==> src/rtl/nasti_ddrx_req_splitter.sv <==
// Pops NASTI AR/AW burst descriptors (round-robin), maps the byte address onto
// DDR bank/row/column and issues one column command per beat to the scheduler.
module nasti_ddrx_req_splitter #(
    parameter int C_NASTI_ID_WIDTH   = 9,
    parameter int C_NASTI_ADDR_WIDTH = 32,
    parameter int C_NASTI_DATA_WIDTH = 64,
    parameter int C_ROW_WIDTH        = 16,
    parameter int C_BANK_WIDTH       = 3,
    parameter int C_COL_WIDTH        = 10
) (
    input  logic                          core_clk,
    input  logic                          core_arst,
    input  logic [1:0]                    add_map,
    input  logic                          rempty_ar,
    output logic                          rinc_ar,
    input  logic [C_NASTI_ID_WIDTH-1:0]   ar_id,
    input  logic [C_NASTI_ADDR_WIDTH-1:0] ar_addr,
    input  logic [7:0]                    ar_len,
    input  logic                          rempty_aw,
    output logic                          rinc_aw,
    input  logic [C_NASTI_ID_WIDTH-1:0]   aw_id,
    input  logic [C_NASTI_ADDR_WIDTH-1:0] aw_addr,
    input  logic [7:0]                    aw_len,
    output logic                          cmd_valid,
    input  logic                          cmd_ready,
    output logic                          cmd_write,
    output logic [C_NASTI_ID_WIDTH-1:0]   cmd_id,
    output logic [C_BANK_WIDTH-1:0]       cmd_bank,
    output logic [C_ROW_WIDTH-1:0]        cmd_row,
    output logic [C_COL_WIDTH-1:0]        cmd_col,
    output logic                          cmd_last,
    output logic                          busy
);
    localparam int OFS   = $clog2(C_NASTI_DATA_WIDTH / 8);
    localparam int BEATW = C_NASTI_ADDR_WIDTH - OFS;

    typedef enum logic [1:0] {IDLE, RD_BURST, WR_BURST} state_t;

    state_t                      state_q, state_d;
    logic [C_NASTI_ID_WIDTH-1:0] id_q, id_d;
    logic [C_BANK_WIDTH-1:0]     bank_q, bank_d;
    logic [C_ROW_WIDTH-1:0]      row_q, row_d;
    logic [C_COL_WIDTH-1:0]      col_q, col_d;
    logic [7:0]                  rem_q, rem_d;
    logic                        write_q, write_d;
    logic                        last_wr_q, last_wr_d;
    logic                        hold_q, hold_d;

    logic                          pick_ar, pick_aw;
    logic [C_NASTI_ADDR_WIDTH-1:0] pop_addr;
    logic [BEATW-1:0]              a_beat;
    logic [C_BANK_WIDTH-1:0]       map_bank;
    logic [C_ROW_WIDTH-1:0]        map_row;
    logic                          unused_ofs;

    assign pop_addr   = pick_aw ? aw_addr : ar_addr;
    assign a_beat     = pop_addr[C_NASTI_ADDR_WIDTH-1:OFS];
    assign unused_ofs = ^pop_addr[OFS-1:0];

    always_comb begin
        map_bank = a_beat[C_COL_WIDTH +: C_BANK_WIDTH];
        map_row  = a_beat[C_COL_WIDTH+C_BANK_WIDTH +: C_ROW_WIDTH];
        if (add_map == 2'd1) begin
            map_row  = a_beat[C_COL_WIDTH +: C_ROW_WIDTH];
            map_bank = a_beat[C_COL_WIDTH+C_ROW_WIDTH +: C_BANK_WIDTH];
        end
    end

    // hold_q enforces the dead cycle between the last beat and the next pop.
    always_comb begin
        pick_ar = 1'b0;
        pick_aw = 1'b0;
        if (state_q == IDLE && !hold_q) begin
            if (!rempty_ar && (rempty_aw || last_wr_q))
                pick_ar = 1'b1;
            else if (!rempty_aw)
                pick_aw = 1'b1;
        end
    end

    always_comb begin
        state_d   = state_q;
        id_d      = id_q;
        bank_d    = bank_q;
        row_d     = row_q;
        col_d     = col_q;
        rem_d     = rem_q;
        write_d   = write_q;
        last_wr_d = last_wr_q;
        hold_d    = 1'b0;
        unique case (state_q)
            IDLE: begin
                if (pick_ar || pick_aw) begin
                    state_d = pick_aw ? WR_BURST : RD_BURST;
                    write_d = pick_aw;
                    id_d    = pick_aw ? aw_id : ar_id;
                    rem_d   = pick_aw ? aw_len : ar_len;
                    col_d   = a_beat[C_COL_WIDTH-1:0];
                    bank_d  = map_bank;
                    row_d   = map_row;
                end
            end
            RD_BURST, WR_BURST: begin
                if (cmd_ready) begin
                    if (rem_q == 8'd0) begin
                        state_d   = IDLE;
                        hold_d    = 1'b1;
                        last_wr_d = (state_q == WR_BURST);
                    end else begin
                        col_d = col_q + 1'b1;
                        rem_d = rem_q - 8'd1;
                    end
                end
            end
            default: state_d = IDLE;
        endcase
    end

    // last_wr_q resets to 1 so the first contested grant goes to the read side.
    always_ff @(posedge core_clk or posedge core_arst) begin
        if (core_arst) begin
            state_q   <= IDLE;
            id_q      <= '0;
            bank_q    <= '0;
            row_q     <= '0;
            col_q     <= '0;
            rem_q     <= '0;
            write_q   <= 1'b0;
            last_wr_q <= 1'b1;
            hold_q    <= 1'b0;
        end else begin
            state_q   <= state_d;
            id_q      <= id_d;
            bank_q    <= bank_d;
            row_q     <= row_d;
            col_q     <= col_d;
            rem_q     <= rem_d;
            write_q   <= write_d;
            last_wr_q <= last_wr_d;
            hold_q    <= hold_d;
        end
    end

    assign rinc_ar   = pick_ar;
    assign rinc_aw   = pick_aw;
    assign busy      = (state_q != IDLE);
    assign cmd_valid = busy;
    assign cmd_write = write_q;
    assign cmd_id    = id_q;
    assign cmd_bank  = bank_q;
    assign cmd_row   = row_q;
    assign cmd_col   = col_q;
    assign cmd_last  = busy && (rem_q == 8'd0);

endmodule

==> config.mk <==
export PLATFORM = sky130hd
export DESIGN_NAME = nasti_ddrx_req_splitter
export DESIGN_NICKNAME = d
export VERILOG_FILES = /design/src/rtl/nasti_ddrx_req_splitter.sv
export SDC_FILE = /design/constraint.sdc
export NUM_CORES = 1
export LEC_CHECK = 0
export CORE_ASPECT_RATIO = 1.25
export CORE_MARGIN = 1.5
export CORE_UTILIZATION = 44
export CTS_BUF_LIST = sky130_fd_sc_hd__clkbuf_4 sky130_fd_sc_hd__clkbuf_8 sky130_fd_sc_hd__clkbuf_16
export DETAILED_ROUTE_END_ITERATION = 12
export HOLD_SLACK_MARGIN = 0.1
export PLACE_DENSITY = 0.87
export SLEW_MARGIN = 20
export SYNTH_ARGS = -nofsm -noshare
export SYNTH_HDL_FRONTEND = slang
export SYNTH_SLANG_ARGS = --single-unit
==> constraint.sdc <==
create_clock -name core_clk -period 3.95 [get_ports core_clk]
set_input_delay 1.185 -clock core_clk [delete_from_list [all_inputs] [get_ports core_clk]]
set_output_delay 1.185 -clock core_clk [all_outputs]
set_load 0.01 [all_outputs]
==> results of run 1 <==
[through the flow]
stage          instance area, um^2  power, uW  util (%)
2_1_floorplan                 2940       2117         -
3_3_place_gp                  4458       2866     68.34
3_5_place_dp                  4458       2940     68.34
4_1_cts                       4579       3335     70.20
5_1_grt                       4579       3579     70.20
6_report                      4579       3325     70.20
[flip-flops by register name, summed over array words and instances, names as in the netlist]
signal     cells
cmd_bank       3
last_wr_q      1
cmd_col       10
hold_q         1
state_q        2
cmd_row       16
cmd_write      1
rem_q          8
cmd_id         9
[power breakdown]
group	total (uW)	switching, uW	internal (uW)	leakage (uW)
combinational	1960	997	961	0.00133
clock	384	176	209	0.0000618
sequential	983	202	780	0.000610
total	3320	1370	1950	0.00200
[cell usage after synthesis (8+ instances only)]
cell      count  area share, %
nand2_1      34            4.3
dfrtp_1      50             43
nor3_1        8            1.4
a21oi_1      12            2.0
inv_1        21            2.7
a222oi_1      9            3.1
clkbuf_1     10            1.3
nor2_1       20            2.6
o21ai_0      19            3.2
o221ai_1     13            3.9
mux2i_1      32             11
[layout make-up]
| class | instances | area, um^2 | area share [%] |
|---|---|---|---|
| clock buffer | 6 | 82.58 | 1.803 |
| clock inverter | 2 | 38.79 | 0.8470 |
| inverter | 21 | 78.83 | 1.721 |
| multi-input combinational | 220 | 1511 | 33.01 |
| sequential | 51 | 1277 | 27.90 |
| tap | 87 | 108.9 | 2.377 |
| timing repair buffer | 150 | 1481 | 32.35 |
[metal layers]
| metal | share of wire, % | routed length (um) | GRT usage, % | vias up |
|---|---|---|---|---|
| li1 | - | - | - | 1427 |
| met3 | 8.1 | 690 | 7.150 | 11 |
| met5 | 0 | 0 | 0 | - |
| met4 | 0.82 | 70 | 4.784 | 0 |
| met2 | 52 | 4454 | 43.54 | 142 |
| met1 | 39 | 3328 | 27.93 | 1436 |
[cells by family (layout without fill, tap and decap cells)]
group	Yosys count	in the layout	synth area share, %
multiplexers	36	36	12.43
flip-flops	51	51	43.45
AO/OA/AOI/OAI	86	86	21.28
buffers and inverters	40	179	5.532
AND/OR/NAND/NOR	93	93	15.19
adder cells (fa/ha/maj)	5	5	2.128
[worst max path at each step]
stage,slack (ns),startpoint,to,cells past startpoint
detailed placement,0.15,rempty_aw,rinc_aw,6
finish,0.14,rempty_aw,rinc_aw,6
global placement,0.15,rempty_aw,rinc_aw,6
CTS,0.13,rempty_aw,rinc_aw,6
floorplan,0.80,rempty_aw,rinc_aw,4
global route,0.008,rempty_aw,rinc_aw,6
[tightest hold or removal path: stages, from the launching register on]
cell and delay, ns:
dfrtp_1 0.35, nand2_1 0.05, o221ai_1 0.06
==> results.sh, run 1 <==
export IMPL_synth_seq_cells=51
export IMPL_wire_per_inst_um=15.91
export IMPL_dieWidth_um=76.12
export IMPL_clock_fmax_mhz=262.7
export IMPL_slowest_delay_ns=0.55
export IMPL_diodes=0
export IMPL_nNetsFinal=559
export IMPL_overflow=0
export IMPL_routed_via_density=5.616
export IMPL_cts_hold_buf=0
export IMPL_start_util_pct=45.07
export IMPL_pre_cts_ws_ns=0.1543
export IMPL_wirelength_mm=8.544
export IMPL_post_route_min_period_ns=3.807
export IMPL_gp_congestion=0.8113
export IMPL_worstReg2RegEnd="cmd_col[6]"
export IMPL_seq_area_frac_synth_pct=43.45
export IMPL_clock_sinks=51
export IMPL_holdWs_ns=0.4922
export IMPL_worst_setup_path_end_kind="primary output"
export IMPL_drc=0
export IMPL_dr_pass1_iters=5
export IMPL_clk_latency_ns=0.30
export IMPL_grt_pass1_wl_mm=13.88
export IMPL_vias=3016
export IMPL_clk_pin_slew_ns=0.09
export IMPL_antenna_found_initial=0
export IMPL_min_period_over_period_pct=96.38
export IMPL_syn_to_final_growth_pct=55.74
export IMPL_r2r_start="state_q[1]"
export IMPL_hold_violations=0
export IMPL_finalNonFillerCells=537
export IMPL_synth_edf_count=0
export IMPL_async_flop_share_pct=100.0
export IMPL_drt_antenna_violating_nets=0
export IMPL_fp_coreArea_mm2=0.006524
export IMPL_grt_total_usage_pct=23.82
export IMPL_cp_max_fo=3
export IMPL_ys_warn_count=0
export IMPL_io_pins=149
export IMPL_cts_tree="done"
export IMPL_drive_gt1_share_pct=5.778
export IMPL_grt_max_degree=40
export IMPL_worst_slew_pin_transition_ns=0.9555
export IMPL_synthFlopType="dfrtp_1"
export IMPL_cp_start_kind="input pin"
export IMPL_io_buffers=142
export IMPL_leakagePower_uw=0.001999
export IMPL_maxSlewViolCount=0
export IMPL_die_h_um=94.40
export IMPL_worstPathRequired_ns=2.76
export IMPL_status="finished clean"
export IMPL_h_tree_depth=2
export IMPL_ir_drop_mv=0.4379
export IMPL_rows=33
export IMPL_die_area_mm2=0.007185
export IMPL_drv_cap=0
export IMPL_clk_path_buf_depth=2
export IMPL_cpMostUsedCell="clkdlybuf4s50_1"
export IMPL_grt_pass1_vias=2864
export IMPL_cts_buffers=5
export IMPL_rsz0062_at_grt="no"
export IMPL_whs_path_depth=2
export IMPL_synth_cell_types=48
export IMPL_hold_path_class="flop to flop"
export IMPL_fin_tns_setup_ns=0
export IMPL_setup_ws_ns=0.1431
export IMPL_skew_ns=0.004925
export IMPL_critical_path_n_buffers_inverters=4
export IMPL_place_hpwl_mm=6.492
export IMPL_cts_setup_buffers=0
export IMPL_setup_violations=0
export IMPL_crit_chain="clkdlybuf4s50_1, nor3b_1, buf_4, o21ai_4, inv_1, clkdlybuf4s50_1"
export IMPL_cts_resized_gates=0
export IMPL_reg2reg_slack_ns=1.57
export IMPL_path_delay_family="buffers and inverters"
export IMPL_crit_arrival_ns=2.62
export IMPL_cts_root_buf="clkbuf_8"
export IMPL_cellPowerDensity_mw_per_mm2=726.1
export IMPL_min_to="cmd_bank[2]"
export IMPL_drt_iter0_markers=187
export IMPL_slew_headroom_pct=35.88
export IMPL_final_cell_mix="clkdlybuf4s50_1 (142), dfrtp_1 (50), nand2_1 (34), mux2i_1 (32)"
export IMPL_syn_mean_instance_area_um2=9.454
export IMPL_hold_start="cmd_bank[2]"
export IMPL_path_class="input pin to primary output"
export IMPL_cp_slowest_cell="clkdlybuf4s50_1"
export IMPL_n_fill_cell=551
export IMPL_final_common_cell="clkdlybuf4s50_1"
export IMPL_dp_cells=529
export IMPL_syn_num_nets=421
export IMPL_synth_cells=311
export IMPL_netlist_area_mm2=0.002940
export IMPL_r2r_cells=9
Note: power is estimated with default switching activity, not from simulation.
==> run 2: changes to the inputs <==
--- a/config.mk
+++ b/config.mk
@@ -16,3 +16,4 @@
 export SYNTH_ARGS = -nofsm -noshare
 export SYNTH_HDL_FRONTEND = slang
 export SYNTH_SLANG_ARGS = --single-unit
+export TNS_END_PERCENT = 50
==> results of run 2 <==
Final layout, timing and power as in run 1 (identical DEF).
